$ cat config.mk
export PLATFORM = sky130hd
export DESIGN_NAME = lut_stream_reader
export DESIGN_NICKNAME = d
export VERILOG_FILES = /design/src/rtl/lut_stream_reader.sv
export SDC_FILE = /design/constraint.sdc
export NUM_CORES = 1
export LEC_CHECK = 0
export CORE_MARGIN = 2
export CORE_UTILIZATION = 48
export DETAILED_ROUTE_END_ITERATION = 8
export PLACE_DENSITY_LB_ADDON = 0.12
export SYNTH_ARGS = -nofsm -noshare
export SYNTH_HDL_FRONTEND = slang
export SYNTH_SLANG_ARGS = --single-unit
$ cat constraint.sdc
create_clock -name CLK100MHZ -period 3.7 [get_ports CLK100MHZ]
set_input_delay 1.11 -clock CLK100MHZ [delete_from_list [all_inputs] [get_ports CLK100MHZ]]
set_output_delay 1.11 -clock CLK100MHZ [all_outputs]
set_load 0.02 [all_outputs]
$ cat src/rtl/lut_stream_reader.sv
// Streams an inclusive BRAM address window onto a valid/ready stream through a credit-limited FIFO.
// Optional ping-pong traversal is compiled in with LUTRD_PINGPONG_EN.
module lut_stream_reader #(
    parameter int ADDR_W = 8,
    parameter int DATA_W = 8,
    parameter int RD_LAT = 1
) (
    input  logic              CLK100MHZ,
    input  logic              rst,
    input  logic              start,
    input  logic              stop,
    input  logic              loop,
    input  logic              pingpong,
    input  logic [ADDR_W-1:0] addr_lo,
    input  logic [ADDR_W-1:0] addr_hi,
    output logic              bram_en,
    output logic [ADDR_W-1:0] bram_addr,
    input  logic [DATA_W-1:0] bram_dout,
    output logic [DATA_W-1:0] m_data,
    output logic              m_valid,
    input  logic              m_ready,
    output logic              m_last,
    output logic              busy,
    output logic              done,
    output logic              err,
    output logic [15:0]       pass_cnt
);
    localparam int FIFO_D = RD_LAT + 2;
    localparam int PTR_W  = $clog2(FIFO_D);
    localparam int CNT_W  = $clog2(FIFO_D + RD_LAT + 1);

    localparam logic [1:0] S_IDLE  = 2'd0;
    localparam logic [1:0] S_RUN   = 2'd1;
    localparam logic [1:0] S_DRAIN = 2'd2;

    logic [1:0]        state;
    logic              flush;
    logic              dir_down;
    logic [ADDR_W-1:0] lo_r;
    logic [ADDR_W-1:0] hi_r;
    logic              loop_r;
    logic              pp_r;

    logic [RD_LAT-1:0] vld_p;
    logic [RD_LAT-1:0] last_p;

    logic [DATA_W-1:0] fifo_data [FIFO_D];
    logic              fifo_last [FIFO_D];
    logic [PTR_W-1:0]  rd_ptr;
    logic [PTR_W-1:0]  wr_ptr;
    logic [CNT_W-1:0]  fifo_cnt;

    logic [CNT_W-1:0]  in_flight;
    logic [CNT_W-1:0]  inflight_nxt;
    logic [CNT_W-1:0]  fifo_nxt;
    logic              ret;
    logic              stop_now;
    logic              pop;
    logic              push;
    logic              issue;
    logic              drain_done;
    logic              pass_end;
    logic              issue_last;
    logic [ADDR_W-1:0] nxt_addr;
    logic              nxt_down;

    function automatic logic [15:0] sat_inc16(input logic [15:0] v);
        return (v == 16'hFFFF) ? v : v + 16'd1;
    endfunction

    function automatic logic [PTR_W-1:0] ptr_inc(input logic [PTR_W-1:0] p);
        return (p == PTR_W'(FIFO_D - 1)) ? '0 : p + PTR_W'(1);
    endfunction

    always_comb begin
        in_flight = '0;
        for (int i = 0; i < RD_LAT; i++) begin
            in_flight = in_flight + CNT_W'(vld_p[i]);
        end
    end

    assign ret      = vld_p[RD_LAT-1];
    assign stop_now = stop && (state != S_IDLE);
    assign m_valid  = (fifo_cnt != '0);
    assign m_data   = m_valid ? fifo_data[rd_ptr] : '0;
    assign m_last   = m_valid && fifo_last[rd_ptr];
    assign pop      = m_valid && m_ready;
    // Returns landing while a stop is being honoured or flushed are dropped on the floor.
    assign push     = ret && !flush && !stop_now;
    assign issue    = (state == S_RUN) &&
                      ((in_flight + fifo_cnt - CNT_W'(pop)) < CNT_W'(FIFO_D));
    assign bram_en  = issue;
    assign busy     = (state != S_IDLE);

    assign inflight_nxt = in_flight - CNT_W'(ret) + CNT_W'(issue);
    assign fifo_nxt     = stop_now ? '0 : fifo_cnt + CNT_W'(push) - CNT_W'(pop);
    assign drain_done   = (inflight_nxt == '0) && (fifo_nxt == '0);

    // Traversal step for the address currently on bram_addr.
    always_comb begin
        nxt_addr   = bram_addr;
        nxt_down   = dir_down;
        pass_end   = 1'b0;
        issue_last = 1'b0;
        if (!dir_down) begin
            if (bram_addr == hi_r) begin
                if (pp_r && (lo_r != hi_r)) begin
                    nxt_addr = hi_r - ADDR_W'(1);
                    nxt_down = 1'b1;
                end else begin
                    pass_end = 1'b1;
                end
            end else begin
                nxt_addr = bram_addr + ADDR_W'(1);
            end
        end else if (bram_addr == lo_r) begin
            pass_end = 1'b1;
        end else begin
            nxt_addr = bram_addr - ADDR_W'(1);
        end
        if (pass_end) begin
            issue_last = 1'b1;
            nxt_addr   = lo_r;
            nxt_down   = 1'b0;
        end
    end

    always_ff @(posedge CLK100MHZ or posedge rst) begin
        if (rst) begin
            state     <= S_IDLE;
            flush     <= 1'b0;
            dir_down  <= 1'b0;
            bram_addr <= '0;
            vld_p     <= '0;
            rd_ptr    <= '0;
            wr_ptr    <= '0;
            fifo_cnt  <= '0;
            pass_cnt  <= '0;
            done      <= 1'b0;
            err       <= 1'b0;
        end else begin
            done <= 1'b0;
            err  <= 1'b0;

            // Read-latency tag pipeline
            vld_p[0] <= issue;
            for (int i = 1; i < RD_LAT; i++) begin
                vld_p[i] <= vld_p[i-1];
            end

            // Output FIFO
            if (stop_now) begin
                rd_ptr <= '0;
                wr_ptr <= '0;
            end else begin
                if (push) wr_ptr <= ptr_inc(wr_ptr);
                if (pop)  rd_ptr <= ptr_inc(rd_ptr);
            end
            fifo_cnt <= fifo_nxt;
            if (pop && m_last) pass_cnt <= sat_inc16(pass_cnt);

            case (state)
                S_IDLE: begin
                    if (start) begin
                        if (addr_lo <= addr_hi) begin
                            state     <= S_RUN;
                            bram_addr <= addr_lo;
                            dir_down  <= 1'b0;
                            pass_cnt  <= '0;
                        end else begin
                            err <= 1'b1;
                        end
                    end
                end
                S_RUN: begin
                    if (stop_now) begin
                        state <= S_DRAIN;
                        flush <= 1'b1;
                    end else if (issue) begin
                        bram_addr <= nxt_addr;
                        dir_down  <= nxt_down;
                        if (pass_end && !loop_r) state <= S_DRAIN;
                    end
                end
                S_DRAIN: begin
                    if (stop_now) flush <= 1'b1;
                    if (drain_done) begin
                        state <= S_IDLE;
                        flush <= 1'b0;
                        done  <= 1'b1;
                    end
                end
                default: state <= S_IDLE;
            endcase
        end
    end

    // Window configuration and data-path storage carry no reset.
    always_ff @(posedge CLK100MHZ) begin
        if ((state == S_IDLE) && start) begin
            lo_r   <= addr_lo;
            hi_r   <= addr_hi;
            loop_r <= loop;
`ifdef LUTRD_PINGPONG_EN
            pp_r   <= pingpong;
`else
            pp_r   <= 1'b0;
`endif
        end
        last_p[0] <= issue_last;
        for (int i = 1; i < RD_LAT; i++) begin
            last_p[i] <= last_p[i-1];
        end
        if (push) begin
            fifo_data[wr_ptr] <= bram_dout;
            fifo_last[wr_ptr] <= last_p[RD_LAT-1];
        end
    end

`ifndef LUTRD_PINGPONG_EN
    logic unused_pingpong;
    assign unused_pingpong = pingpong;
`endif

endmodule
==> flow_summary_export.csv <==
group,metric,value,unit
global_route,grt_usage,19.7,%
pwr,total_power,3960,µW
sta,hold_ws,481,ps
global_route,antenna_found_initial,0,
global_route,grt-ovfl-total,0,
sta,relSlewSlack,33.1,%
floorplanning,die_w,96.2,µm
pwr,p_leak,0.00216,µW
clock_tree,cts_buffer_depth,2,
final_layout,drive_above_1_share,17.9,%
synthesis,synthTopCellsByCount,"edfxtp_1, nor2_1, dfrtp_1",
critical_path,crit_chain,"buf_6 > inv_2 > or3_4 > nand2_4 > ha_4 > fa_1 > nand2_2 > and3_4 > buf_6",
detailed_routing,detail_route.first_pass.iterations,5,
critical_path,slowest_stage,"fa_1",
final_layout,area_growth,32.0,%
sta,worst_pin_slew,1000,ps
detailed_routing,drt-initial-drc-count,142,
final_layout,antenna_cells,0,
clock_tree,clock-sinks,82,
sta,period_needed,3740,ps
pwr,power_density,735,nW/µm²
placement,dp_hpwl,5.93,mm
critical_path,cp.buffers_inverters,3,
synthesis,synth_top_area_share,32.4,%
global_route,grt_pass1_vias,2926,
clock_tree,holdBufCountCts,0,
global_route,grt_max_degree,38,
placement,port_buffers,67,
synthesis,yosysSeqAreaShare,55.5,%
critical_path,crit_path_start_kind,"input pin",
critical_path,arrival,2630,ps
synthesis,synth_edf_count,44,
clock_tree,root_buffer,"clkbuf_8",
sta,setup_viol,1,
sta,skew,8.77,ps
critical_path,r2r_setup_slack,330,ps
floorplanning,die_h,96.2,µm
critical_path,crit_required,2590,ps
floorplanning,die-area,9260,µm²
detailed_routing,drcViolationCount,0,
clock_tree,cts_tree,"yes",
critical_path,worstPathMaxFanout,2,
status,violations,"negative setup slack",
sta,max_freq,0.268,GHz
detailed_routing,viasPerCell,5.29,
critical_path,crit_family,"simple AND/OR/NAND/NOR gates",
floorplanning,ioPinCount,69,
critical_path,cpMostUsedCell,"buf_6",
final_layout,fillers,648,
synthesis,ys_warn_count,0,
clock_tree,cts_buffers,9,
detailed_routing,vias,3043,
synthesis,netlist_area,4080,µm²
sta,tns,-38.3,ps
synthesis,synth_area_leader_cell,"edfxtp_1",
synthesis,ys_types,50,
critical_path,crit_path_end_kind,"primary output",
sta,fin_crit_sh,101,%
floorplanning,core_area,8220,µm²
placement,routabilityCongestion,0.748,
pwr,ir_worst_vdd,341,µV
hold_path,hold_path.class,"reg2reg",
synthesis,synth_area_leaders,"edfxtp_1, dfrtp_1, ha_1, mux2_2, nor2_1",
critical_path,critPathKind,"in2out",
synthesis,yosysMostFrequentCell,"edfxtp_1",
job,drv_cap,0,
global_route,grt_pass1_wl,13.8,mm
synthesis,synth_fp_nets,407,
sta,final_max_slew_viol_count,0,
synthesis,synth_seq_cells,82,
sta,rsz0062_at_grt,"true",
synthesis,postSynthCellCount,359,
floorplanning,start_util,49.7,%
detailed_routing,wl_per_cell,14.7,µm
clock_tree,cts.htree.levels,3,
clock_tree,clk_latency,350,ps
floorplanning,rows,33,
synthesis,synth-main-ff-cell,"edfxtp_1",
synthesis,synth-async-reset-ratio,45.1,%
sta,hold_viol_final,0,
critical_path,cp_slowest_stage_delay,420,ps
synthesis,avgSynthCellArea,11.4,µm²
detailed_routing,ant_nets,0,
sta,finalWorstSetupSlack,-38.3,ps
status,status,"finished with violations",
final_layout,nNetsFinal,513,
clock_tree,clkTransAtPathRegs,90,ps
detailed_routing,drt-total-wl,8.43,mm
final timing paths:
path	from	depth (start not counted)	endpoint
max	m_ready	9	bram_en
min	last_p	0	fifo_last[0]
max reg2reg	fifo_cnt[2]	19	state[0]
min reg2reg	last_p	0	fifo_last[0]
max in group asynchronous	rst	3	bram_addr[7]
min in group asynchronous	rst	3	pass_cnt[4]
report_power, final:
group          switching, µW  leakage, µW  internal (µW)
logic                    940      0.00118           1050
registers                206     0.000890           1130
clock network            326    0.0000905            313
total                   1470      0.00216           2490
timing repair:
| action | CTS | global route |
|---|---|---|
| gates resized for setup | 20 | 6 |
| endpoints found under the setup margin | 1 | 11 |
| setup buffers | 8 | 2 |
| pin swaps | 7 | 8 |
sequential cells by signal (all words and copies together) (netlist names):
| register | flops |
|---|---|
| lo_r | 8 |
| hi_r | 8 |
| done | 1 |
| fifo_data | 24 |
| fifo_cnt | 3 |
| ret | 1 |
| rd_ptr | 2 |
| err | 1 |
| fifo_last | 3 |
| flush | 1 |
| last_p | 1 |
| wr_ptr | 2 |
| state | 2 |
| bram_addr | 8 |
| loop_r | 1 |
| pass_cnt | 16 |
stage by stage:
stage / area [µm²] / utilization (%) / cells / setup WS [ps]
CTS: 5360 / 65.2 / 574 / -65.9
floorplan: 4090 / - / 359 / 17.0
global placement: 5060 / 61.6 / 550 / -1070
finish: 5390 / 65.6 / 575 / -38.3
detailed placement: 5060 / 61.6 / 550 / -1070
global route: 5390 / 65.6 / 575 / -80.0
cell type report:
type | count | area (µm²) | share of cell area, %
sequential | 82 | 2270 | 42.1
multi-input combinational | 244 | 1750 | 32.5
timing repair buffer | 103 | 951 | 17.6
tap | 105 | 131 | 2.44
clock buffer | 10 | 128 | 2.37
inverter | 25 | 93.8 | 1.74
clock inverter | 6 | 66.3 | 1.23
placed cells by master, fill, tap and decap left out, drive strengths merged, types with 2 or more instances in the layout:
cell type and count:
clkdlybuf4s50 65, edfxtp 44, nor2 42, buf 38, dfrtp 37, inv 26, a21oi 25, nand2 20
nand3 16, ha 15, mux2 14, xnor2 13, nor3 12, mux2i 11, xor2 10, clkbuf 10
o21ai 8, nand4 5, and3 5, nor3b 4, or3 4, nor2b 3, nand2b 3, and2 3
nor4 3, a32oi 2, or2 2, o21bai 2, a221oi 2, o221ai 2, fa 2, clkinvlp 2
o211ai 2, clkinv 2
logic make-up (layout without fill, tap and decap cells):
logic type,Yosys count,after routing,share of synthesized area [%]
simple gates,126,126,15.3
fa+ha+maj,17,17,5.58
mux,25,25,6.56
xor+xnor,25,25,6.07
compound gates,51,51,7.87
buf+inv,33,144,3.06
flops,82,82,55.5
layer usage:
metal  GRT usage, %  part of all wire, %  vias to the layer above
met5              0                    0                        -
met4           5.71                  1.1                        0
met3           3.92                  3.9                       10
met2           32.6                   51                       73
met1           26.3                   44                     1466
li1               -                    -                     1494
Note: power is estimated with default switching activity, not from simulation.
